==> src/rtl/sram_bank_arbiter.sv <==
// Two-client arbiter for the dual-word-line SRAM bank; decodes row addresses to one-hot word lines.
// Latency: array command registered one cycle after accept, read return visible two cycles after accept.
// Backpressure: a client is held off by deasserting its gnt; nothing is queued, the client keeps its request.
module sram_bank_arbiter #(
  parameter int ADDR_W    = 5,
  parameter int DATA_W    = 16,
  parameter bit DUAL_READ = 1'b1
) (
  input  logic                   srclkpos,
  input  logic                   reset,
  input  logic                   r0_req,
  input  logic                   r0_we,
  input  logic [ADDR_W-1:0]      r0_addr,
  input  logic [DATA_W-1:0]      r0_wdata,
  output logic                   r0_gnt,
  output logic                   r0_rvalid,
  output logic [DATA_W-1:0]      r0_rdata,
  input  logic                   r1_req,
  input  logic                   r1_we,
  input  logic [ADDR_W-1:0]      r1_addr,
  input  logic [DATA_W-1:0]      r1_wdata,
  output logic                   r1_gnt,
  output logic                   r1_rvalid,
  output logic [DATA_W-1:0]      r1_rdata,
  output logic [2**ADDR_W-1:0]   wordA,
  output logic [2**ADDR_W-1:0]   wordB,
  output logic                   ReadEn,
  output logic                   WriteEn,
  output logic [DATA_W-1:0]      din,
  input  logic [DATA_W-1:0]      outA,
  input  logic [DATA_W-1:0]      outB
);

  localparam int DEPTH = 2**ADDR_W;

  // Which requester wins the next contended cycle.
  typedef enum logic {
    PRI_R0 = 1'b0,
    PRI_R1 = 1'b1
  } rrPtr_t;

  // Bookkeeping that travels with an issued command so the return lands at the right client.
  typedef struct packed {
    logic aRead;   // port A carries a read this cycle
    logic aOwner;  // 0 = requester 0 owns port A, 1 = requester 1
    logic bRead;   // port B carries requester 1's half of a dual read
  } issueTag_t;

  rrPtr_t            rrPtr;
  rrPtr_t            rrNext;
  issueTag_t         issueTag;
  logic              gnt0;
  logic              gnt1;
  logic              bothReq;
  logic              dualRead;
  logic              anyGnt;
  logic              selWe;
  logic [ADDR_W-1:0] selAddr;
  logic [DATA_W-1:0] selWdata;

  function automatic logic [DEPTH-1:0] oneHot(input logic [ADDR_W-1:0] a);
    logic [DEPTH-1:0] v;
    v    = '0;
    v[a] = 1'b1;
    return v;
  endfunction

  // Grant decision and round-robin update; grants are held off while reset is asserted.
  always_comb begin
    bothReq  = r0_req && r1_req;
    dualRead = bothReq && !r0_we && !r1_we && DUAL_READ;
    gnt0     = 1'b0;
    gnt1     = 1'b0;
    rrNext   = rrPtr;
    if (!reset) begin
      if (dualRead) begin
        gnt0 = 1'b1;
        gnt1 = 1'b1;
      end else if (bothReq) begin
        if (rrPtr == PRI_R0) begin
          gnt0   = 1'b1;
          rrNext = PRI_R1;
        end else begin
          gnt1   = 1'b1;
          rrNext = PRI_R0;
        end
      end else begin
        gnt0 = r0_req;
        gnt1 = r1_req;
      end
    end
  end

  assign r0_gnt = gnt0;
  assign r1_gnt = gnt1;

  // Port A always carries the single op; in a dual read requester 0 takes A and requester 1 takes B.
  always_comb begin
    anyGnt   = gnt0 || gnt1;
    selWe    = gnt0 ? r0_we    : r1_we;
    selAddr  = gnt0 ? r0_addr  : r1_addr;
    selWdata = gnt0 ? r0_wdata : r1_wdata;
  end

  // Round-robin pointer register.
  always_ff @(posedge srclkpos or posedge reset) begin
    if (reset) begin
      rrPtr <= PRI_R0;
    end else begin
      rrPtr <= rrNext;
    end
  end

  // Issue stage: drive the array command and remember who owns each port.
  always_ff @(posedge srclkpos or posedge reset) begin
    if (reset) begin
      wordA    <= '0;
      wordB    <= '0;
      ReadEn   <= 1'b0;
      WriteEn  <= 1'b0;
      din      <= '0;
      issueTag <= '0;
    end else begin
      wordA          <= anyGnt ? oneHot(selAddr) : '0;
      wordB          <= (gnt0 && gnt1) ? oneHot(r1_addr) : '0;
      ReadEn         <= anyGnt && !selWe;
      WriteEn        <= anyGnt && selWe;
      din            <= (anyGnt && selWe) ? selWdata : '0;
      issueTag.aRead  <= anyGnt && !selWe;
      issueTag.aOwner <= !gnt0;
      issueTag.bRead  <= gnt0 && gnt1;
    end
  end

  // Return stage: capture array outputs for the tagged owners; rdata holds between returns.
  always_ff @(posedge srclkpos or posedge reset) begin
    if (reset) begin
      r0_rvalid <= 1'b0;
      r1_rvalid <= 1'b0;
      r0_rdata  <= '0;
      r1_rdata  <= '0;
    end else begin
      r0_rvalid <= issueTag.aRead && !issueTag.aOwner;
      r1_rvalid <= (issueTag.aRead && issueTag.aOwner) || issueTag.bRead;
      if (issueTag.aRead && !issueTag.aOwner) begin
        r0_rdata <= outA;
      end
      if (issueTag.bRead) begin
        r1_rdata <= outB;
      end else if (issueTag.aRead && issueTag.aOwner) begin
        r1_rdata <= outA;
      end
    end
  end

endmodule
==> config.mk <==
export PLATFORM = sky130hd
export DESIGN_NAME = sram_bank_arbiter
export DESIGN_NICKNAME = d
export VERILOG_FILES = /design/src/rtl/sram_bank_arbiter.sv
export SDC_FILE = /design/constraint.sdc
export NUM_CORES = 1
export LEC_CHECK = 0
export ABC_AREA = 1
export CAP_MARGIN = 20
export CELL_PAD_IN_SITES_DETAIL_PLACEMENT = 1
export CELL_PAD_IN_SITES_GLOBAL_PLACEMENT = 1
export CORE_UTILIZATION = 34
export DETAILED_ROUTE_END_ITERATION = 8
export GPL_TIMING_DRIVEN = 0
export PLACE_DENSITY = 0.87
export SLEW_MARGIN = 15
export SYNTH_ARGS = -nofsm -noshare
export SYNTH_HDL_FRONTEND = slang
export SYNTH_SLANG_ARGS = --single-unit
==> constraint.sdc <==
create_clock -name srclkpos -period 5.2 [get_ports srclkpos]
set_input_delay 0.52 -clock srclkpos [delete_from_list [all_inputs] [get_ports srclkpos]]
set_output_delay 0.52 -clock srclkpos [all_outputs]
set_load 0.01 [all_outputs]
== After elaboration in Yosys (flattened, before gate mapping) ==
Cells that the tools add are included.

* Reduce and logical (&&, ||, !) cells: 19
* Bitwise gates (word level): 2
* Magnitude comparators: 4
* Eq/ne operators: 0
* $add $sub $neg: 0
* Multipliers: 0
* Divide/modulo/power cells: 0
* Multiplexer cells: 20
* Shift operators: 0

{| class="wikitable"
|+ Operators with widths
! kind !! number
|-
| $mux 16 || 4
|-
| $mux 32 || 2
|-
| $lt 5x6->1 const B || 2
|-
| $mux 1 || 11
|-
| $demux 1 s5 || 2
|-
| $ge 5x1->1 const B || 2
|-
| $logic_and 1x1->1 || 10
|-
| $logic_not 1->1 || 5
|-
| $mux 5 || 1
|-
| $reduce_and 3->1 || 1
|-
| $logic_or 1x1->1 || 2
|-
| $not 1->1 || 2
|-
| $reduce_bool 2->1 || 1
|}

* Word-level logic and storage cells: 57
* Memories: 0
* Latch bits: 0
* Bits in read-only memories: 0
* Output and inout bits: 118
* Bits in writable memories: 0
* Flip-flop bits (word level): 119
* Bits of input ports: 80

== Logic depth before layout (Yosys ltp) ==
Gate-level depths: netlist of the first run.

* Depth after elaboration: 11
* Mapped depth: 11
* Gate-level depth less buffers: 9

== Worst setup path before layout of the first run ==
Ideal clock, no wire load.

* Path type: input to register
* Start point: input reset
* End point: register wordA[30]
* Arrival: 2.916 ns
* Path buffers: 1
* Required time: 5.127 ns
* Stages: 6
* Setup time: 0.073 ns
* Setup slack: 2.212 ns
* Cells stage by stage: inv_1 > buf_2 > nand3_1 > nand2_2 > nand3_4 > nor2_1

* Cells in the longest elaborated chain, start to end: 7
* Elaborated cells on any way between the ends: 10
* Classes of those cells: 2 x order compare; 6 x mux; 2 x reduce/logical

{| class="wikitable"
|+ Ends and longest elaborated chain
! what !! RTL line !! RTL
|-
| start: declaration || 10 || <nowiki>input logic reset,</nowiki>
|-
| $mux 1 || 75 || <nowiki>if (!reset) begin</nowiki>
|-
| $mux 5 || 101 || <nowiki>selAddr = gnt0 ? r0_addr : r1_addr;</nowiki>
|-
| $lt 5x6->1 (not written as such) / $ge 5x1->1 (equally long branches) || 64 || <nowiki>v[a] = 1'b1;</nowiki>
|-
| $logic_and 1x1->1 (not written as such) || 64 ||
|-
| $mux 1 (not written as such) || 64 ||
|-
| $demux 1 s5 || 64 ||
|-
| $mux 32 * || 124 || <nowiki>wordA <= anyGnt ? oneHot(selAddr) : '0;</nowiki>
|-
| end signal: assignment || 124 ||
|-
| end: declaration || 25 || <nowiki>output logic [2**ADDR_W-1:0] wordA,</nowiki>
|}

Every way passes the cells marked *; elsewhere a longest branch is shown, timed or not.
A chain may end at the register's enable or synchronous reset.

== Worst setup path after layout of the first run ==
* Start point: input r0_req
* End point: output r0_gnt

* Cells in the longest elaborated chain, start to end: 5
* Elaborated cells on any way between the ends: 6
* Classes of those cells: 3 x mux; 3 x reduce/logical

{| class="wikitable"
|+ Ends and longest elaborated chain
! what !! RTL line !! RTL
|-
| start: declaration || 11 || <nowiki>input logic r0_req,</nowiki>
|-
| $logic_and 1x1->1 || 70 || <nowiki>bothReq = r0_req && r1_req;</nowiki>
|-
| $logic_and 1x1->1 (2 in series) || 71 || <nowiki>dualRead = bothReq && !r0_we && !r1_we && DUAL_READ;</nowiki>
|-
| $mux 1 * || 76 || <nowiki>if (dualRead) begin</nowiki>
|-
| $mux 1 * || 75 ||
|-
| end: declaration || 15 || <nowiki>output logic r0_gnt,</nowiki>
|}

Marks and branches as above.

==> flow_metrics.env, run 1 <==
export IMPL_outcome="finished clean"
export IMPL_vias=4153
export IMPL_worstHoldPathType="reg2reg"
export IMPL_io_pins=198
export IMPL_num_fill_cells=1493
export IMPL_regToRegSetupSlack_ns=3.36
export IMPL_period_minus_slack_ns=2.81
export IMPL_maximum_number_of_buffers_from_clock_root_to_sink=2
export IMPL_max_slew_worst_pin_slew_ns=0.549
export IMPL_power_switching_mw=0.827
export IMPL_multiInputGateArea_sq_um=1440
export IMPL_drt_pre_antenna_iters=4
export IMPL_final_net_count=767
export IMPL_buffer_ports_inserted=197
export IMPL_power_frac_clock=0.369
export IMPL_drive_gt1_frac=0.111
export IMPL_share_seq_of_total_power=0.385
export IMPL_setup_worst_path_start_class="input pin"
export IMPL_syn_num_nets=550
export IMPL_power_switching_share=0.277
export IMPL_grt_antenna_before_repair=0
export IMPL_ff_latch_area_sq_um=2980
export IMPL_grt_setup_unrepaired="false"
export IMPL_drt_iter0_drc=217
export IMPL_h_tree_depth=4
export IMPL_max_slew_margin=0.633
export IMPL_synth_warning_count=0
export IMPL_routed_via_density=4.74
export IMPL_synth_avg_cell_area_sq_um=9.96
export IMPL_cts_hold_buf=0
export IMPL_fmaxAchievable_ghz=0.356
export IMPL_worst_path_max_fanout=10
export IMPL_route_detailed_drc=0
export IMPL_data_required_time_of_the_critical_path_ns=4.68
export IMPL_critPathArrivalTime_ns=2.29
export IMPL_p_int_mw=2.16
export IMPL_chipHeight_microns=119
export IMPL_clock_root_buffer="sky130_fd_sc_hd__clkbuf_16"
export IMPL_cts_inserted_buffers=17
export IMPL_worst_setup_path_type="in2out"
export IMPL_tritoncts="done"
export IMPL_postSynthCellCount=470
export IMPL_final_layout_setup_total_negative_slack_ns=0
export IMPL_route_detailed_wl_per_inst_microns=17.0
export IMPL_timing_rr_end="r1_rdata[2]$_DFFE_PP0P_"
export IMPL_die_width_microns=119
export IMPL_post_cts_repair_setup_buffers=0
export IMPL_drtAntennaViolNets=0
export IMPL_leakagePower_nw=3.47
export IMPL_synth_cell_type_count=22
export IMPL_r2r_cells=6
export IMPL_core_region_area_sq_um=13300
export IMPL_postSynthRegisterBits=119
export IMPL_setup_violations=0
export IMPL_initial_utilization=0.351
export IMPL_fin_crit_sh=0.540
export IMPL_power_combinational_fraction=0.246
export IMPL_hold_violations=0
export IMPL_fp_row_count=42
export IMPL_cts_repair_resized=0
export IMPL_grt_use_total=0.224
export IMPL_grt_max_degree=74
export IMPL_cts_num_sinks=119
export IMPL_cap_viol_max_count=0
export IMPL_area_growth_pct=59.8
export IMPL_power_per_cell_area_nw_per_um2=400
export IMPL_clk_pin_slew_ns=0.05
export IMPL_critical_path_reg2reg_startpoint="issueTag[2]$_DFF_PP0_"
export IMPL_die_area_sq_um=14200
export IMPL_drt_wl_total_microns=14900
export IMPL_crit_path_end_kind="output pin"
export IMPL_synth_yosys_seq_area_share=0.636
export IMPL_design_power_total_mw=2.99
export IMPL_wire_length_of_the_first_global_routing_pass_microns=23900
export IMPL_max_vdd_ir_drop_mv=0.162
export IMPL_grt_pass1_vias=4497
export IMPL_place_detailed_hpwl_microns=11300
export IMPL_fin_skew_ns=0.00385
export IMPL_mappedNetlistArea_sq_um=4680
export IMPL_drv_slew=0
export IMPL_globalplace_congestion=0.813
export IMPL_capture_point_of_the_critical_path="r0_gnt"
export IMPL_antenna_diode_count=0
export IMPL_timing_critical_path_from="r0_req"
export IMPL_grt_overflow=0
export IMPL_clock_insertion_delay_worst_skew_ns=0.41
==> through the flow <==
step	hold slack, ns	setup slack (ns)	std cells	cell area [sq um]	util
global route	0.509	2.29	876	7480	0.560
detailed placement	0.458	2.28	844	6910	0.517
global placement	0.454	1.08	843	6870	0.515
CTS	0.480	2.37	876	7480	0.560
floorplan	0.435	2.21	470	4680	-
finish	0.475	2.39	876	7480	0.560
==> cells in the final DEF (no fill, tap or decap), types with 7 or more instances in the layout <==
cell,instances
sky130_fd_sc_hd__o21ai_0,17
sky130_fd_sc_hd__clkdlybuf4s50_1,197
sky130_fd_sc_hd__nor2_1,78
sky130_fd_sc_hd__nor2_2,7
sky130_fd_sc_hd__clkbuf_16,17
sky130_fd_sc_hd__nand2_2,7
sky130_fd_sc_hd__inv_2,10
sky130_fd_sc_hd__o311ai_0,14
sky130_fd_sc_hd__clkbuf_1,9
sky130_fd_sc_hd__inv_1,36
sky130_fd_sc_hd__nand3_4,8
sky130_fd_sc_hd__nand2_1,123
sky130_fd_sc_hd__nand3_1,22
sky130_fd_sc_hd__dfrtp_1,119
==> synth_stat cells (all sizes together) <==
cell type / n / area, sq um
buf: 8 / 62.6
dfrtp: 119 / 2980
inv: 46 / 173
nand3b: 4 / 30.0
a21oi: 2 / 21.3
o311ai: 14 / 123
nand2: 135 / 562
clkbuf: 7 / 26.3
o21ai: 17 / 85.1
nor2: 86 / 357
nand3: 30 / 250
nor3: 1 / 5.00
xor2: 1 / 8.76
==> registers in the layout, summed over array words and instances, names as in the netlist <==
signal and cells:
r1_rdata 16, issueTag 3, WriteEn 1, din 16
wordA 32, wordB 32, r0_rdata 16, rrPtr 1
r0_rvalid 1, r1_rvalid 1
==> power groups by stage <==
stage	registers, mW	logic, mW	clock network, mW
6_report	1.15	0.735	1.10
4_1_cts	1.15	0.746	1.13
5_1_grt	1.16	0.803	1.18
3_5_place_dp	1.16	0.741	0
2_1_floorplan	1.21	0.244	0
3_3_place_gp	1.15	0.708	0
==> area by class of cell <==
cell class,count,area share
Buffer,15,0.0127
Tap cell,176,0.0294
Clock buffer,24,0.0671
Multi-Input combinational cell,290,0.193
Clock inverter,8,0.00937
Sequential cell,119,0.398
Inverter,46,0.0231
Timing Repair Buffer,198,0.267
==> cells by family (layout without fill, tap and decap cells) <==
kind of cell              Yosys count  count (layout)  synth area share
and+or+nand+nor                   256             256             0.257
buffers and inverters              61             291            0.0559
AOI/OAI and AO/OA                  33              33            0.0489
xor gates and xnor gates            1               1           0.00187
DFF                               119             119             0.636
==> per-layer routing <==
metal | up-vias | GRT usage | wire length [microns]
li1 | 1913 | - | -
met1 | 2035 | 0.242 | 5670
met2 | 178 | 0.398 | 7700
met3 | 27 | 0.0800 | 1200
met4 | 0 | 0.0883 | 359
met5 | - | 0 | 0
==> worst max-delay path, cell delays in order <==
cell                              delay, ns
sky130_fd_sc_hd__clkdlybuf4s50_1       0.51
sky130_fd_sc_hd__nand2_1               0.10
sky130_fd_sc_hd__inv_2                 0.08
sky130_fd_sc_hd__nand2_4               0.07
sky130_fd_sc_hd__a21oi_4               0.25
sky130_fd_sc_hd__buf_4                 0.21
sky130_fd_sc_hd__clkdlybuf4s50_1       0.55
==> how the worst min path moves through the flow <==
stage	from	to	cells after the start
2_1_floorplan	issueTag[1]$_DFF_PP0_	r0_rvalid$_DFF_PP0_	1
6_report	r0_rdata[15]$_DFFE_PP0P_	r0_rdata[15]$_DFFE_PP0P_	2
3_3_place_gp	r0_rdata[14]$_DFFE_PP0P_	r0_rdata[14]$_DFFE_PP0P_	2
5_1_grt	r0_rdata[15]$_DFFE_PP0P_	r0_rdata[15]$_DFFE_PP0P_	2
4_1_cts	r0_rdata[15]$_DFFE_PP0P_	r0_rdata[15]$_DFFE_PP0P_	2
3_5_place_dp	r0_rdata[15]$_DFFE_PP0P_	r0_rdata[15]$_DFFE_PP0P_	2
No activity file was read; power rests on OpenSTA's default activity.
==> inputs of run 2 (changes only) <==
- CORE_UTILIZATION: 34 -> 31
- PLACE_DENSITY: 0.87 -> 0.8
- clock period: 5.2 -> 2.7 ns (I/O delays scaled with it)
==> run 2 against run 1 <==
  * Via count down 1.6%
  * Highest routed layer unchanged
  * Total power up 100%
  * Cell count up 0.68%
  * Non-clock buffer count stayed put
  * Hold slack worse by 0.0075 ns
  * Largest cell class unchanged
  * Die area grew 9.5%
  * Critical path depth unchanged
  * The run now ends with design-rule violations left
  * Design area is 0.89% higher
  * First-iteration DRC count is 20% higher
  * Core utilization decreased by 4.5 points
==> flow_metrics.env, run 2 (synthesized netlist as in run 1, its figures left out) <==
export IMPL_core_region_area_sq_um=14600
export IMPL_fp_row_count=44
export IMPL_dpl_cell_area_sq_um=6920
export IMPL_setup_worst_path_start_class="input pin"
export IMPL_leakagePower_nw=3.50
export IMPL_worst_setup_path_type="in2out"
export IMPL_place_detailed_hpwl_microns=11300
export IMPL_drtAntennaViolNets=0
export IMPL_grt_overflow=0
export IMPL_post_route_cell_area_sq_um=7540
export IMPL_area_growth_pct=61.2
export IMPL_initial_utilization=0.320
export IMPL_data_required_time_of_the_critical_path_ns=2.43
export IMPL_cts_inserted_buffers=17
export IMPL_h_tree_depth=4
export IMPL_grt_max_degree=80
export IMPL_critical_path_reg2reg_startpoint="issueTag[2]$_DFF_PP0_"
export IMPL_fin_hold_ws_ns=0.467
export IMPL_die_width_microns=125
export IMPL_antenna_diode_count=0
export IMPL_cpLargestDelayFamily="buffers and inverters"
export IMPL_grt_antenna_before_repair=0
export IMPL_final_layout_setup_total_negative_slack_ns=0
export IMPL_place_worst_setup_slack_ns=0.365
export IMPL_cp_cell_sequence="clkdlybuf4s50_1 > nand2_1 > inv_2 > nand2_4 > a21oi_4 > buf_4 > clkdlybuf4s50_1"
export IMPL_violations_in_the_final_reports="design-rule violations"
export IMPL_most_common_layout_cells="197 x sky130_fd_sc_hd__clkdlybuf4s50_1, 123 x sky130_fd_sc_hd__nand2_1, 119 x sky130_fd_sc_hd__dfrtp_1, 78 x sky130_fd_sc_hd__nor2_1, 36 x sky130_fd_sc_hd__inv_1"
export IMPL_capture_point_of_the_critical_path="r0_gnt"
export IMPL_die_area_sq_um=15600
export IMPL_io_pins=198
export IMPL_clk_pin_slew_ns=0.05
export IMPL_fin_crit_sh=0.862
export IMPL_worstHoldPathType="in2reg"
export IMPL_fin_skew_ns=0.0175
export IMPL_worst_path_max_delay_cell="sky130_fd_sc_hd__clkdlybuf4s50_1"
export IMPL_cts_num_sinks=119
export IMPL_cap_viol_max_count=0
export IMPL_layout_commonest_cell="sky130_fd_sc_hd__clkdlybuf4s50_1"
export IMPL_max_slew_worst_pin_slew_ns=0.544
export IMPL_route_detailed_wl_per_inst_microns=16.8
export IMPL_period_minus_slack_ns=2.33
export IMPL_cts_hold_buf=0
export IMPL_grt_setup_unrepaired="false"
export IMPL_globalplace_congestion=0.826
export IMPL_clock_root_buffer="sky130_fd_sc_hd__clkbuf_16"
export IMPL_fmaxAchievable_ghz=0.430
export IMPL_hold_violations=0
export IMPL_setup_violations=0
export IMPL_post_cts_repair_setup_buffers=0
export IMPL_num_fill_cells=1650
export IMPL_multiInputGateArea_sq_um=1440
export IMPL_wire_length_of_the_first_global_routing_pass_microns=23700
export IMPL_final_net_count=767
export IMPL_max_slew_margin=0.637
export IMPL_vias=4085
export IMPL_maximum_number_of_buffers_from_clock_root_to_sink=2
export IMPL_timing_critical_path_from="r0_req"
export IMPL_route_detailed_drc=36
export IMPL_grt_use_total=0.200
export IMPL_crit_path_end_kind="output pin"
export IMPL_critical_path_n_buffers_inverters=4
export IMPL_cpPeakStageDelay_ns=0.55
export IMPL_tritoncts="done"
export IMPL_holdCritStartpoint="r0_wdata[9]"
export IMPL_cts_repair_resized=0
export IMPL_chipHeight_microns=125
export IMPL_clock_insertion_delay_worst_skew_ns=0.41
export IMPL_outcome="complete, but fails checks"
export IMPL_drv_slew=0
export IMPL_ff_latch_area_sq_um=2980
export IMPL_r2r_cells=6
export IMPL_setup_slack_ns=0.374
export IMPL_max_vdd_ir_drop_mv=0.339
export IMPL_utilization=0.515
export IMPL_drt_pre_antenna_iters=7
export IMPL_drive_gt1_frac=0.112
export IMPL_grt_pass1_vias=4420
export IMPL_cp_common_cell="sky130_fd_sc_hd__clkdlybuf4s50_1"
export IMPL_worst_path_max_fanout=10
export IMPL_buffer_ports_inserted=197
export IMPL_crit_cells=7
export IMPL_largest_registers="wordA: 32 flops, wordB: 32 flops"
export IMPL_critPathArrivalTime_ns=2.06
export IMPL_drt_wl_total_microns=14800
export IMPL_drt_iter0_drc=261
export IMPL_power_per_cell_area_nw_per_um2=797
export IMPL_regToRegSetupSlack_ns=0.96
export IMPL_timing_rr_end="r1_rdata[1]$_DFFE_PP0P_"
export IMPL_routed_via_density=4.63
==> run 2: layout make-up <==
cell class,instances,share of cell area
flip-flops and latches,119,0.395
repair buffers,198,0.265
multi-input cells,290,0.191
clock buffers,21,0.0637
well taps,184,0.0305
inverters,46,0.0229
clock inverters,9,0.0196
plain buffers,15,0.0126
==> run 2: worst min path at each step <==
stage / to / depth (start not counted) / slack [ns]
global placement: r0_rdata[14]$_DFFE_PP0P_ / 2 / 0.46
detailed placement: r0_rdata[15]$_DFFE_PP0P_ / 2 / 0.47
CTS: r1_rdata[14]$_DFFE_PP0P_ / 3 / 0.45
finish: din[9]$_DFF_PP0_ / 5 / 0.47
global route: r1_rdata[9]$_DFFE_PP0P_ / 3 / 0.47
floorplan: r0_rdata[14]$_DFFE_PP0P_ / 2 / 0.39
==> run 2: metrics by stage <==
stage	instances	total power, mW
global placement	851	3.60
floorplan	470	2.81
detailed placement	852	3.66
CTS	882	6.08
finish	882	6.01
global route	882	6.29
==> run 2: where the power goes <==
group          internal [mW]  switching [mW]
Sequential              2.05           0.166
Combinational          0.734           0.681
Clock                   1.62           0.752
Total                   4.41            1.60
==> run 2: per-layer routing <==
layer	vias to the layer above	part of all wire	wire length (microns)	global-route usage
met4	0	0.0077	114	0.0753
met2	162	0.53	7840	0.367
met3	11	0.084	1240	0.0662
met1	2003	0.38	5630	0.212
met5	-	0	0	0
li1	1909	-	-	-
==> run 2: worst min-delay path, cell delays in order <==
cell and delay, ns:
sky130_fd_sc_hd__clkdlybuf4s50_1 0.39, sky130_fd_sc_hd__nand2_1 0.06, sky130_fd_sc_hd__nand2_1 0.04, sky130_fd_sc_hd__inv_1 0.04, sky130_fd_sc_hd__nor2_1 0.04
==> inputs of run 3 (changes only) <==
- CAP_MARGIN: 20 -> not set
==> results of run 3 <==
The final DEF is identical to that of run 2; final timing and power are the same.
